`config.mk`:
```
export PLATFORM = sky130hd
export DESIGN_NAME = top_module_looper_flat
export DESIGN_NICKNAME = d
export VERILOG_FILES = /design/src/rtl/top_module_looper_if.sv /design/src/rtl/top_module_looper.sv /design/src/flat_wrapper.sv
export SDC_FILE = /design/constraint.sdc
export NUM_CORES = 1
export LEC_CHECK = 0
export CORE_MARGIN = 1.5
export CORE_UTILIZATION = 51
export CTS_BUF_LIST = sky130_fd_sc_hd__clkbuf_4
export DETAILED_ROUTE_END_ITERATION = 7
export GPL_ROUTABILITY_DRIVEN = 0
export PLACE_DENSITY = 0.78
export SLEW_MARGIN = 30
export SYNTH_ARGS = -nofsm -noshare
export SYNTH_HDL_FRONTEND = slang
export SYNTH_SLANG_ARGS = --single-unit
```
`constraint.sdc`:
```
create_clock -name clk -period 5.85 [get_ports clk]
set_clock_uncertainty 0.15 [all_clocks]
set_input_delay 0.8775 -clock clk [delete_from_list [all_inputs] [get_ports clk]]
set_output_delay 0.8775 -clock clk [all_outputs]
set_load 0.02 [all_outputs]
```
`src/rtl/top_module_looper_if.sv`:
```
// Group-allocation, branch commit/recovery and status bundle for the looper.
interface top_module_looper_if;
    // Requests into the looper
    logic        flush_cache;
    logic [15:0] extern_pc;
    logic        extern_pc_en;
    logic        alloc_vld;
    logic [3:0]  brch;
    logic        cmt_brch;
    logic [5:0]  cmt_brch_indx;
    logic        mis_pred;
    logic [5:0]  brch_mis_indx;
    logic [15:0] rcvr_pc;

    // Looper state and status
    logic [15:0] pc;
    logic [5:0]  nxt_indx;
    logic [6:0]  curr_pos;
    logic [1:0]  brnc_count;
    logic        head;
    logic        tail;
    logic [12:0] fifo0;
    logic [12:0] fifo1;
    logic        full;
    logic        empty;
    logic        stall;
    logic        halted;

    modport master (
        output flush_cache, extern_pc, extern_pc_en, alloc_vld, brch,
               cmt_brch, cmt_brch_indx, mis_pred, brch_mis_indx, rcvr_pc,
        input  pc, nxt_indx, curr_pos, brnc_count, head, tail,
               fifo0, fifo1, full, empty, stall, halted
    );

    modport slave (
        input  flush_cache, extern_pc, extern_pc_en, alloc_vld, brch,
               cmt_brch, cmt_brch_indx, mis_pred, brch_mis_indx, rcvr_pc,
        output pc, nxt_indx, curr_pos, brnc_count, head, tail,
               fifo0, fifo1, full, empty, stall, halted
    );
endinterface

```
`src/rtl/top_module_looper.sv`:
```
// Fetch looper: allocates 4-instruction groups, checkpoints up to two
// branches in a small FIFO and restores counters on a mispredict.
module top_module_looper (
    input  logic               clk,
    input  logic               rst_n,
    top_module_looper_if.slave bus
);
    localparam int unsigned PC_W  = 16;
    localparam int unsigned IDX_W = 6;
    localparam int unsigned POS_W = 7;
    localparam int unsigned ENT_W = IDX_W + POS_W;
    localparam int unsigned GRP_N = 4;

    logic [PC_W-1:0]  pc_q, pc_d;
    logic [IDX_W-1:0] nxt_indx_q, nxt_indx_d;
    logic [POS_W-1:0] curr_pos_q, curr_pos_d;
    logic [ENT_W-1:0] fifo_q [2];
    logic [ENT_W-1:0] fifo_d [2];
    logic [1:0]       occ_q, occ_d;
    logic             head_q, head_d;
    logic             tail_q, tail_d;
    logic             halted_q, halted_d;

    logic [2:0]       popcnt_c;
    logic [1:0]       brnc_count_c;
    logic [1:0]       free_c;
    logic             stall_c;
    logic             accept_c;
    logic             pop_c;
    logic             young_c;
    logic [IDX_W-1:0] ent_idx_c;
    logic [POS_W-1:0] ent_pos_c;
    logic             slot0_vld_c;
    logic             slot1_vld_c;
    logic             unused_cmt_indx;

    // The committing index is trusted, never compared
    assign unused_cmt_indx = ^bus.cmt_brch_indx;

    // Branch count of the presented group and the allocate/stall decision
    always_comb begin
        popcnt_c     = 3'(bus.brch[0]) + 3'(bus.brch[1]) + 3'(bus.brch[2]) + 3'(bus.brch[3]);
        brnc_count_c = 2'd0;
        if (bus.alloc_vld) begin
            brnc_count_c = (popcnt_c > 3'd2) ? 2'd3 : popcnt_c[1:0];
        end
        free_c   = 2'd2 - occ_q;
        stall_c  = bus.alloc_vld && ((brnc_count_c > free_c) || halted_q ||
                                     bus.mis_pred || bus.extern_pc_en);
        accept_c = bus.alloc_vld && !stall_c;
    end

    // Next state: commit first, then allocation or mispredict recovery, then PC
    always_comb begin
        pc_d       = pc_q;
        nxt_indx_d = nxt_indx_q;
        curr_pos_d = curr_pos_q;
        fifo_d     = fifo_q;
        halted_d   = halted_q | bus.flush_cache;
        ent_idx_c  = '0;
        ent_pos_c  = '0;

        pop_c   = bus.cmt_brch && (occ_q != 2'd0);
        head_d  = head_q ^ pop_c;
        occ_d   = occ_q - 2'(pop_c);
        tail_d  = tail_q;
        young_c = ~head_d;

        if (accept_c) begin
            for (int unsigned k = 0; k < GRP_N; k++) begin
                if (bus.brch[k]) begin
                    ent_idx_c      = nxt_indx_q + IDX_W'(k);
                    ent_pos_c      = curr_pos_q + POS_W'(k);
                    fifo_d[tail_d] = {ent_idx_c, ent_pos_c};
                    tail_d         = ~tail_d;
                    occ_d          = occ_d + 2'd1;
                end
            end
            nxt_indx_d = nxt_indx_q + IDX_W'(GRP_N);
            curr_pos_d = curr_pos_q + POS_W'(GRP_N);
        end

        // Mispredict never coincides with an accepted group (it stalls it)
        if (bus.mis_pred) begin
            if ((occ_d != 2'd0) && (fifo_q[head_d][ENT_W-1:POS_W] == bus.brch_mis_indx)) begin
                tail_d     = head_d;
                occ_d      = 2'd0;
                nxt_indx_d = fifo_q[head_d][ENT_W-1:POS_W] + IDX_W'(1);
                curr_pos_d = fifo_q[head_d][POS_W-1:0] + POS_W'(1);
            end else if ((occ_d == 2'd2) && (fifo_q[young_c][ENT_W-1:POS_W] == bus.brch_mis_indx)) begin
                tail_d     = young_c;
                occ_d      = 2'd1;
                nxt_indx_d = fifo_q[young_c][ENT_W-1:POS_W] + IDX_W'(1);
                curr_pos_d = fifo_q[young_c][POS_W-1:0] + POS_W'(1);
            end else begin
                tail_d = head_d;
                occ_d  = 2'd0;
            end
        end

        if (bus.extern_pc_en) begin
            pc_d = bus.extern_pc;
        end else if (!halted_q) begin
            if (bus.mis_pred) begin
                pc_d = bus.rcvr_pc;
            end else if (accept_c) begin
                pc_d = pc_q + PC_W'(GRP_N);
            end
        end
    end

    // State registers, cleared asynchronously while rst_n is high
    always_ff @(posedge clk or posedge rst_n) begin
        if (rst_n) begin
            pc_q       <= '0;
            nxt_indx_q <= '0;
            curr_pos_q <= '0;
            fifo_q[0]  <= '0;
            fifo_q[1]  <= '0;
            occ_q      <= '0;
            head_q     <= 1'b0;
            tail_q     <= 1'b0;
            halted_q   <= 1'b0;
        end else begin
            pc_q       <= pc_d;
            nxt_indx_q <= nxt_indx_d;
            curr_pos_q <= curr_pos_d;
            fifo_q[0]  <= fifo_d[0];
            fifo_q[1]  <= fifo_d[1];
            occ_q      <= occ_d;
            head_q     <= head_d;
            tail_q     <= tail_d;
            halted_q   <= halted_d;
        end
    end

    // Physical slots read as zero unless they hold a live checkpoint
    always_comb begin
        slot0_vld_c = (occ_q == 2'd2) || ((occ_q == 2'd1) && !head_q);
        slot1_vld_c = (occ_q == 2'd2) || ((occ_q == 2'd1) && head_q);
    end

    assign bus.pc         = pc_q;
    assign bus.nxt_indx   = nxt_indx_q;
    assign bus.curr_pos   = curr_pos_q;
    assign bus.brnc_count = brnc_count_c;
    assign bus.head       = head_q;
    assign bus.tail       = tail_q;
    assign bus.fifo0      = slot0_vld_c ? fifo_q[0] : '0;
    assign bus.fifo1      = slot1_vld_c ? fifo_q[1] : '0;
    assign bus.full       = (occ_q == 2'd2);
    assign bus.empty      = (occ_q == 2'd0);
    assign bus.stall      = stall_c;
    assign bus.halted     = halted_q;
endmodule

```
`src/flat_wrapper.sv`:
```
// flat-port wrapper written by rule: the top's interface ports become plain ports
module top_module_looper_flat 
  (clk, rst_n, bus_flush_cache, bus_extern_pc, bus_extern_pc_en, bus_alloc_vld, bus_brch, bus_cmt_brch, bus_cmt_brch_indx, bus_mis_pred, bus_brch_mis_indx, bus_rcvr_pc, bus_pc, bus_nxt_indx, bus_curr_pos, bus_brnc_count, bus_head, bus_tail, bus_fifo0, bus_fifo1, bus_full, bus_empty, bus_stall, bus_halted);
  top_module_looper_if bus_i ();
  input  logic clk;
  input  logic rst_n;
  input wire logic [$bits(bus_i.flush_cache)-1:0] bus_flush_cache;
  input wire logic [$bits(bus_i.extern_pc)-1:0] bus_extern_pc;
  input wire logic [$bits(bus_i.extern_pc_en)-1:0] bus_extern_pc_en;
  input wire logic [$bits(bus_i.alloc_vld)-1:0] bus_alloc_vld;
  input wire logic [$bits(bus_i.brch)-1:0] bus_brch;
  input wire logic [$bits(bus_i.cmt_brch)-1:0] bus_cmt_brch;
  input wire logic [$bits(bus_i.cmt_brch_indx)-1:0] bus_cmt_brch_indx;
  input wire logic [$bits(bus_i.mis_pred)-1:0] bus_mis_pred;
  input wire logic [$bits(bus_i.brch_mis_indx)-1:0] bus_brch_mis_indx;
  input wire logic [$bits(bus_i.rcvr_pc)-1:0] bus_rcvr_pc;
  output wire logic [$bits(bus_i.pc)-1:0] bus_pc;
  output wire logic [$bits(bus_i.nxt_indx)-1:0] bus_nxt_indx;
  output wire logic [$bits(bus_i.curr_pos)-1:0] bus_curr_pos;
  output wire logic [$bits(bus_i.brnc_count)-1:0] bus_brnc_count;
  output wire logic [$bits(bus_i.head)-1:0] bus_head;
  output wire logic [$bits(bus_i.tail)-1:0] bus_tail;
  output wire logic [$bits(bus_i.fifo0)-1:0] bus_fifo0;
  output wire logic [$bits(bus_i.fifo1)-1:0] bus_fifo1;
  output wire logic [$bits(bus_i.full)-1:0] bus_full;
  output wire logic [$bits(bus_i.empty)-1:0] bus_empty;
  output wire logic [$bits(bus_i.stall)-1:0] bus_stall;
  output wire logic [$bits(bus_i.halted)-1:0] bus_halted;
  assign bus_i.flush_cache = bus_flush_cache;
  assign bus_i.extern_pc = bus_extern_pc;
  assign bus_i.extern_pc_en = bus_extern_pc_en;
  assign bus_i.alloc_vld = bus_alloc_vld;
  assign bus_i.brch = bus_brch;
  assign bus_i.cmt_brch = bus_cmt_brch;
  assign bus_i.cmt_brch_indx = bus_cmt_brch_indx;
  assign bus_i.mis_pred = bus_mis_pred;
  assign bus_i.brch_mis_indx = bus_brch_mis_indx;
  assign bus_i.rcvr_pc = bus_rcvr_pc;
  assign bus_pc = bus_i.pc;
  assign bus_nxt_indx = bus_i.nxt_indx;
  assign bus_curr_pos = bus_i.curr_pos;
  assign bus_brnc_count = bus_i.brnc_count;
  assign bus_head = bus_i.head;
  assign bus_tail = bus_i.tail;
  assign bus_fifo0 = bus_i.fifo0;
  assign bus_fifo1 = bus_i.fifo1;
  assign bus_full = bus_i.full;
  assign bus_empty = bus_i.empty;
  assign bus_stall = bus_i.stall;
  assign bus_halted = bus_i.halted;
  top_module_looper u_core (.clk(clk), .rst_n(rst_n), .bus(bus_i));
endmodule
```
Yosys cells after proc, flatten, opt, wreduce, memory -nomap -nowiden:

Cells that the tools add are included.

* flip-flop bits (word level): 60
* output and inout port bits: 63
* logic and storage cells: 149

* $add $sub $neg: 22
* $lt $le $gt $ge: 12
* equality and inequality tests: 6
* mux-type cells: 63
* bitwise operators: 13
* reduce and logical (&&, ||, !) cells: 24

Operator list (number)
* 26-bit two-way mux: 7
* 13-bit two-way mux: 12
* 26-bit bitwise mux: 4
* 16-bit two-way mux: 4
* 13-bit demux with 1-bit select: 4
* 7-bit two-way mux: 4
* 2-bit two-way mux: 12
* 6-bit two-way mux: 4
* 7-bit by 1-bit adder with 7-bit output (second input constant): 3
* 6-bit by 1-bit adder with 6-bit output (second input constant): 3
* 16-bit by 3-bit adder with 16-bit output (second input constant): 1
* 7-bit by 2-bit adder with 7-bit output (second input constant): 2
* 6-bit by 2-bit adder with 6-bit output (second input constant): 2
* 6-bit equality test: 2
* 2-bit >= comparator (second input constant): 6
* 1-bit two-way mux: 12
* 1-bit inverter with 2-bit output: 6
* 1-bit logical AND: 11
* 2-bit by 1-bit adder with 2-bit output (second input constant): 4
* 2-bit by 1-bit less-than comparator with 1-bit output (second input constant): 4
* 7-bit by 3-bit adder with 7-bit output (second input constant): 1
* 3-bit by 1-bit adder with 3-bit output: 2
* 6-bit by 3-bit adder with 6-bit output (second input constant): 1
* 2-bit nonzero test: 3
* other kinds (16): 26

Logic depth before layout (Yosys ltp):

Gate-level depths: netlist (run 1).

* word-level depth: 28
* depth in mapped cells: 17

Worst setup path after synthesis (run 1):

No wires, ideal clock.

* path kind: input port to flip-flop
* start point: input port bus_brch[0]
* end point: register u_core.curr_pos_q[4], in the netlist u_core.bus.curr_pos[4]
* arrival time: 4.058 ns
* required time: 5.610 ns
* setup slack: 1.552 ns
* stages: 15
* cell sequence: ha_1 > fa_1 > inv_1 > ha_1 > nor2b_1 > ha_1 > nor2b_1 > a2bb2oi_1 > nor3_2 > nand4_1 > xnor2_1 > o221ai_2 > clkbuf_1 > inv_1 > o221ai_1

* word-level cells in the longest chain between the ends: 19
* elaborated cells between the ends (all ways): 32
* those cells by class: 6 x add/sub; 2 x order compare; 1 x eq/ne; 14 x mux; 9 x reduce/logical

RTL lines
* from (decl): line flat_wrapper.sv:11 `input wire logic [$bits(bus_i.brch)-1:0] bus_brch;`
* 1-bit by 1-bit adder with 2-bit output (*): line top_module_looper.sv:42 `popcnt_c = 3'(bus.brch[0]) + 3'(bus.brch[1]) + 3'(bus.brch[2]) + 3'(bus.brch[3]);`
* 3-bit by 1-bit adder with 3-bit output (*) (2 in a row): line top_module_looper.sv:42
* 3-bit by 2-bit greater-than comparator with 1-bit output: line top_module_looper.sv:45 `brnc_count_c = (popcnt_c > 3'd2) ? 2'd3 : popcnt_c[1:0];`
* 2-bit two-way mux (*): line top_module_looper.sv:45
* 2-bit two-way mux (*): line top_module_looper.sv:44 `if (bus.alloc_vld) begin`
* via bus_brnc_count[1]: line flat_wrapper.sv:20 `output wire logic [$bits(bus_i.brnc_count)-1:0] bus_brnc_count;`
* 2-bit greater-than comparator (*): line top_module_looper.sv:48 `stall_c = bus.alloc_vld && ((brnc_count_c > free_c) || halted_q ||`
* 1-bit logical OR (*) (2 in a row): line top_module_looper.sv:48
* [... 3 more ...]
* 1-bit logical AND (*): line top_module_looper.sv:50 `accept_c = bus.alloc_vld && !stall_c;`
* 2-bit two-way mux: line top_module_looper.sv:69 `if (accept_c) begin`
* 2-bit equality test: line top_module_looper.sv:90 `end else if ((occ_d == 2'd2) && (fifo_q[young_c][ENT_W-1:POS_W] == bus.brch_mis_indx)) begin`
* 1-bit logical AND: line top_module_looper.sv:90
* 7-bit two-way mux: line top_module_looper.sv:90
* 7-bit two-way mux: line top_module_looper.sv:85 `if ((occ_d != 2'd0) && (fifo_q[head_d][ENT_W-1:POS_W] == bus.brch_mis_indx)) begin`
* 7-bit two-way mux (*): line top_module_looper.sv:84 `if (bus.mis_pred) begin`
* via u_core.curr_pos_d[4]: line top_module_looper.sv:16 `logic [POS_W-1:0] curr_pos_q, curr_pos_d;`
* to (signal assigned): line top_module_looper.sv:127 `curr_pos_q <= curr_pos_d;`
* to (decl): line top_module_looper.sv:16

The timed path passes the listed nets; every way through them passes the cells marked *. The select of a mux whose other input is x is not followed.
A chain may end at the register's enable or synchronous reset.

Worst setup path in the final report (run 1):

* start point: input port bus_brch[0]
* end point: output port bus_stall

* word-level cells in the longest chain between the ends: 11

RTL lines
* 1-bit by 1-bit adder with 2-bit output (*): line top_module_looper.sv:42
* 3-bit by 1-bit adder with 3-bit output (*) (2 in a row): line top_module_looper.sv:42
* 3-bit by 2-bit greater-than comparator with 1-bit output: line top_module_looper.sv:45
* 2-bit two-way mux (*): line top_module_looper.sv:45
* 2-bit two-way mux (*): line top_module_looper.sv:44
* 2-bit greater-than comparator (*): line top_module_looper.sv:48
* 1-bit logical OR (*) (2 in a row): line top_module_looper.sv:48
* 1-bit logical OR (*): line top_module_looper.sv:49 `bus.mis_pred || bus.extern_pc_en);`
* 1-bit logical AND (*): line top_module_looper.sv:48
* to (decl): line flat_wrapper.sv:27 `output wire logic [$bits(bus_i.stall)-1:0] bus_stall;`

Every way passes the cells marked *; elsewhere a longest branch is shown, timed or not.

==> results of run 1 <==
-- critical path: cells and delay by family --
family	cells	cell delay (ns)
AOI/OAI and AO/OA	3	0.61
buffers and inverters	3	1.15
adders and majority gates	4	1.19
and+or+nand+nor	3	0.39
-- registers in the layout, indices dropped and copies added, names as in the netlist --
signal	flops
u_core.fifo_q	26
u_core.bus.nxt_indx	6
u_core.bus.head	1
u_core.bus.curr_pos	7
u_core.bus.tail	1
u_core.bus.pc	16
u_core.occ_q	2
u_core.bus.halted	1
-- stage by stage --
step                        util  cells  hold WS [ns]  setup WS (ns)
after floorplan                -    882        0.3414          1.552
after CTS                 0.6302   1119        0.4120         0.6324
after global placement    0.6222   1105        0.3707         0.7348
final                     0.6310   1119        0.4109         0.6056
after global routing      0.6310   1119        0.4380         0.4648
after detailed placement  0.6225   1105        0.3858         0.6238
-- final cells by class --
class | count | area share
multi-input cells | 722 | 0.5894
flip-flops and latches | 60 | 0.1957
repair buffers | 126 | 0.1611
well taps | 168 | 0.02739
inverters | 29 | 0.01419
clock buffers | 10 | 0.009783
clock inverters | 4 | 0.002446
-- worst paths after layout --
kind	start	cells past startpoint	end	slack, ns
max in group asynchronous	rst_n	3	u_core.bus.nxt_indx[1]$_DFFE_PP0P_	4.18
setup reg to reg	u_core.occ_q[0]$_DFF_PP0_	13	u_core.bus.curr_pos[0]$_DFFE_PP0P_	1.85
setup / recovery	bus_brch[0]	13	bus_stall	0.61
hold reg to reg	u_core.bus.pc[15]$_DFFE_PP0P_	2	u_core.bus.pc[15]$_DFFE_PP0P_	0.41
hold / removal	u_core.bus.pc[15]$_DFFE_PP0P_	2	u_core.bus.pc[15]$_DFFE_PP0P_	0.41
min in group asynchronous	rst_n	3	u_core.fifo_q[3]$_DFFE_PP0N_	0.82
-- cells by family (layout without fill, tap and decap cells) --
group	Yosys count	after routing	synth area share
simple gates	329	329	0.2610
compound gates	285	285	0.2704
buf+inv	100	169	0.06525
xor+xnor	59	59	0.08161
flops	60	60	0.2337
fa+ha+maj	26	26	0.05181
mux	23	23	0.03623
-- metal layers --
| metal | global-route usage | part of all wire | routed length [um] | up-vias |
|---|---|---|---|---|
| li1 | - | - | - | 3276 |
| met1 | 0.4104 | 0.45 | 8565 | 3137 |
| met2 | 0.4706 | 0.46 | 8779 | 284 |
| met3 | 0.04797 | 0.078 | 1492 | 31 |
| met4 | 0.09053 | 0.017 | 332 | 0 |
| met5 | 0 | 0 | 0 | - |
-- report_power, final --
part           leakage [nW]  internal (mW)  total [mW]  switching (mW)
Combinational          2.17          0.548        1.31           0.766
Sequential            0.773          0.472       0.656           0.184
Clock                0.0593         0.0838       0.250           0.166
-- cells in the mapped netlist (13+ instances only) --
master and instances:
nand2b_1 14, a21oi_1 85, and2_1 13, mux2i_1 21, xor2_1 23, clkbuf_1 48
ha_1 25, o21ai_0 92, nand4_1 13, xnor2_1 35, nor2b_1 37, dfrtp_1 60
a22oi_1 16, nand2_1 93, nor2_1 76, nand3_1 32, inv_1 27
==> qor.yml, run 1 <==
status: "complete, no violations"
die_h_um: 115.2
hold_class: "reg -> reg"
port_buffers: 111
dr.pass1.iters: 5
ctsResizeCount: 0
avgSynthCellArea_um2: 7.283
nFillCells: 1113
synth_warnings: 0
synth-seq-area-share: 0.2337
powerDensity_mw_per_mm2: 289.3
critPathSlowestCell: "clkdlybuf4s50_1"
max_stage_delay_ns: 0.62
synth-seq-cells: 60
num_antenna_cells: 0
grt_remaining_overflow: 0
synth_area_leaders: "dfrtp_1 23%, o21ai_0 7.2%, a21oi_1 6.6%"
numClockSinks: 60
vias: 6728
irDropWorstVdd_uv: 137.3
netlist_instances: 882
dieArea_mm2: 0.01328
cpMostUsedCell: "ha_1"
routed_wl_mm: 19.17
viasPerCell: 6.013
critPathCaptureType: "primary output"
cts_buffers: 9
cts_hold_buf: 0
netlist_area_mm2: 0.006424
grt_max_degree: 61
p_leak_nw: 3.003
cts_root_buffer: "clkbuf_4"
io_pins: 118
final_hold_viol_count: 0
clk_latency_ns: 0.46
cts.htree.levels: 3
die_x_um: 115.2
grt_pass1_wl_mm: 30.80
slew_headroom: 0.4324
ys_types: 72
max_freq_mhz: 190.7
hpwl_mm: 13.86
first_global_vias: 6011
fin_nets: 1029
cp.required_ns: 4.82
clk_pin_slew_worst_paths_ns: 0.12
final_cell_mix: "111 x clkdlybuf4s50_1, 93 x nand2_1, 91 x o21ai_0, 83 x a21oi_1, 76 x nor2_1"
synth-edff-count: 0
synth_fp_nets: 963
path_cells: "clkdlybuf4s50_1 > ha_1 > fa_1 > inv_1 > ha_1 > a21oi_1 > o21ai_0 > ha_1 > nor2b_1 > a2bb2oi_1 > nor3_1 > nor2b_1 > clkdlybuf4s50_1"
rsz0062_at_grt: "no"
drt_iter0_drc: 668
layout.area.seq_mm2: 0.001501
final_common_cell: "clkdlybuf4s50_1"
placed_area_mm2: 0.007571
fin_total_pwr_mw: 2.220
rows: 40
synth_largest_area_cell: "dfrtp_1"
ant_nets: 0
cts_tree: "yes"
min_period_ns: 5.244
drive_gt1_frac: 0.05783
synth_top_flop_cell: "dfrtp_1"
finalInstanceArea_mm2: 0.007674
initial_core_util: 0.5282
area_growth_pct: 19.46
setup_viol: 0
tightest_slew_ns: 0.8513
async_flop_share: 1.000
crit_fanout: 3
fin_setup_tns_ns: 0
period_share: 0.8965
path_class: "in -> out"
yosysTopAreaCellShare: 0.2337
core_mm2: 0.01216
antenna_found_initial: 0
maxCapViolations: 0
drc: 0
arrival_ns: 4.22
cts_buffer_depth: 2
postCtsSetupRepairBufs: 0
slew_violations: 0
grt.total_usage: 0.2947
wl_per_cell_um: 17.13
cp-start-kind: "input pin"
multi_input_area_mm2: 0.004523
No activity file was read; power rests on OpenSTA's default activity.
==> inputs of run 2 (changes only) <==
Settings changed: GPL_TIMING_DRIVEN set to 1, HOLD_SLACK_MARGIN set to 0.12, PLACE_DENSITY 0.78 to 0.84.
==> qor.yml, run 2 (same netlist as run 1, synthesis figures left out) <==
final_common_cell: "clkdlybuf4s50_1"
nFillCells: 1086
first_global_vias: 6432
fin_setup_tns_ns: 0
critPathCaptureType: "primary output"
io_pins: 118
seq_power_share: 0.283
clk_latency_ns: 0.44
ant_nets: 0
antenna_found_initial: 1
fin_total_pwr_mw: 2.328
powerDensity_mw_per_mm2: 301.0
cp-start-kind: "input pin"
p_leak_nw: 3.028
crit_fanout: 3
die_h_um: 115.2
clock_power_share: 0.146
drc: 0
setup_slack_ns: 0.6517
layout.area.seq_mm2: 0.001501
dp.cells: 1104
swShare: 0.4858
setup_viol: 0
arrival_ns: 4.17
grt_pass1_wl_mm: 32.20
wl_per_cell_um: 17.55
max_freq_mhz: 192.4
numClockSinks: 60
drive_gt1_frac: 0.05777
finalInstanceArea_mm2: 0.007735
path_class: "in -> out"
rsz0062_at_grt: "no"
postCtsSetupRepairBufs: 0
top_register: "u_core.fifo_q"
multi_input_area_mm2: 0.004529
die_x_um: 115.2
period_share: 0.8886
slew_headroom: 0.3910
status: "complete, no violations"
dieArea_mm2: 0.01328
maxCapViolations: 0
routed_wl_mm: 19.67
placed_area_mm2: 0.007579
grt.total_usage: 0.3070
power_switching_mw: 1.131
cts_tree: "yes"
final_hold_viol_count: 0
port_buffers: 111
core_mm2: 0.01216
hold_class: "reg -> reg"
cts_root_buffer: "clkbuf_4"
internal-power_mw: 1.197
cp.required_ns: 4.82
stdcell_count: 1121
drt_iter0_drc: 914
viasPerCell: 6.194
min_period_ns: 5.198
area_growth_pct: 20.41
dr.pass1.iters: 5
largest_reg_flops: 26
fin_nets: 1028
ctsResizeCount: 0
final_cell_mix: "111 x clkdlybuf4s50_1, 93 x nand2_1, 91 x o21ai_0, 83 x a21oi_1, 76 x nor2_1"
vias: 6943
cts_hold_buf: 0
slew_violations: 0
hpwl_mm: 14.04
cts.htree.levels: 3
clk_pin_slew_worst_paths_ns: 0.10
rows: 40
grt_max_degree: 61
pre_cts_ws_ns: 0.6699
grt_remaining_overflow: 0
irDropWorstVdd_uv: 143.3
cts_buffers: 9
tightest_slew_ns: 0.9101
power.share.combinational: 0.571
cts_buffer_depth: 2
initial_core_util: 0.5282
-- run 2: metal layers --
metal,global-route usage,vias to the layer above,part of all wire
met5,0,-,0
li1,-,3284,-
met2,0.5063,338,0.47
met4,0.1037,0,0.023
met1,0.4112,3264,0.43
met3,0.04850,57,0.080
-- run 2: power by group through the flow --
stage / registers (mW) / clock network (mW) / logic, mW
6_report: 0.659 / 0.341 / 1.33
5_1_grt: 0.672 / 0.362 / 1.45
4_1_cts: 0.650 / 0.342 / 1.31
3_5_place_dp: 0.659 / 0 / 1.30
3_3_place_gp: 0.655 / 0 / 1.27
2_1_floorplan: 0.598 / 0 / 0.977
-- run 2: metrics by stage --
stage | hold slack [ns] | utilization
after detailed placement | 0.3903 | 0.6231
after floorplan | 0.3414 | -
final | 0.4066 | 0.6360
after global routing | 0.4561 | 0.6360
after global placement | 0.3667 | 0.6216
after CTS | 0.4160 | 0.6358
-- run 2: final timing paths --
| check | from | endpoint | slack (ns) | cells past startpoint |
|---|---|---|---|---|
| setup / recovery | bus_brch[0] | bus_stall | 0.65 | 13 |
| hold / removal | u_core.bus.pc[3]$_DFFE_PP0P_ | u_core.bus.pc[3]$_DFFE_PP0P_ | 0.41 | 2 |
| setup reg to reg | u_core.occ_q[0]$_DFF_PP0_ | u_core.bus.nxt_indx[0]$_DFFE_PP0P_ | 1.96 | 12 |
| hold reg to reg | u_core.bus.pc[3]$_DFFE_PP0P_ | u_core.bus.pc[3]$_DFFE_PP0P_ | 0.41 | 2 |
| max in group asynchronous | rst_n | u_core.occ_q[1]$_DFF_PP0_ | 4.17 | 3 |
| min in group asynchronous | rst_n | u_core.fifo_q[3]$_DFFE_PP0N_ | 0.83 | 3 |
-- run 2: layout make-up --
class,instances,share of cell area
timing repair buffer,125,0.1588
antenna,1,0.0003235
tap,168,0.02718
multi-input combinational,722,0.5856
clock inverter,6,0.01019
clock buffer,10,0.009706
inverter,29,0.01407
sequential,60,0.1941
-- run 2: worst max-delay path: stages --
cell	delay (ns)
clkdlybuf4s50_1	0.42
ha_1	0.32
fa_1	0.40
inv_1	0.10
ha_1	0.23
a21oi_1	0.14
o21ai_0	0.12
ha_1	0.22
nor2b_1	0.11
a2bb2oi_1	0.34
nor3_1	0.12
nor2b_1	0.15
clkdlybuf4s50_1	0.62
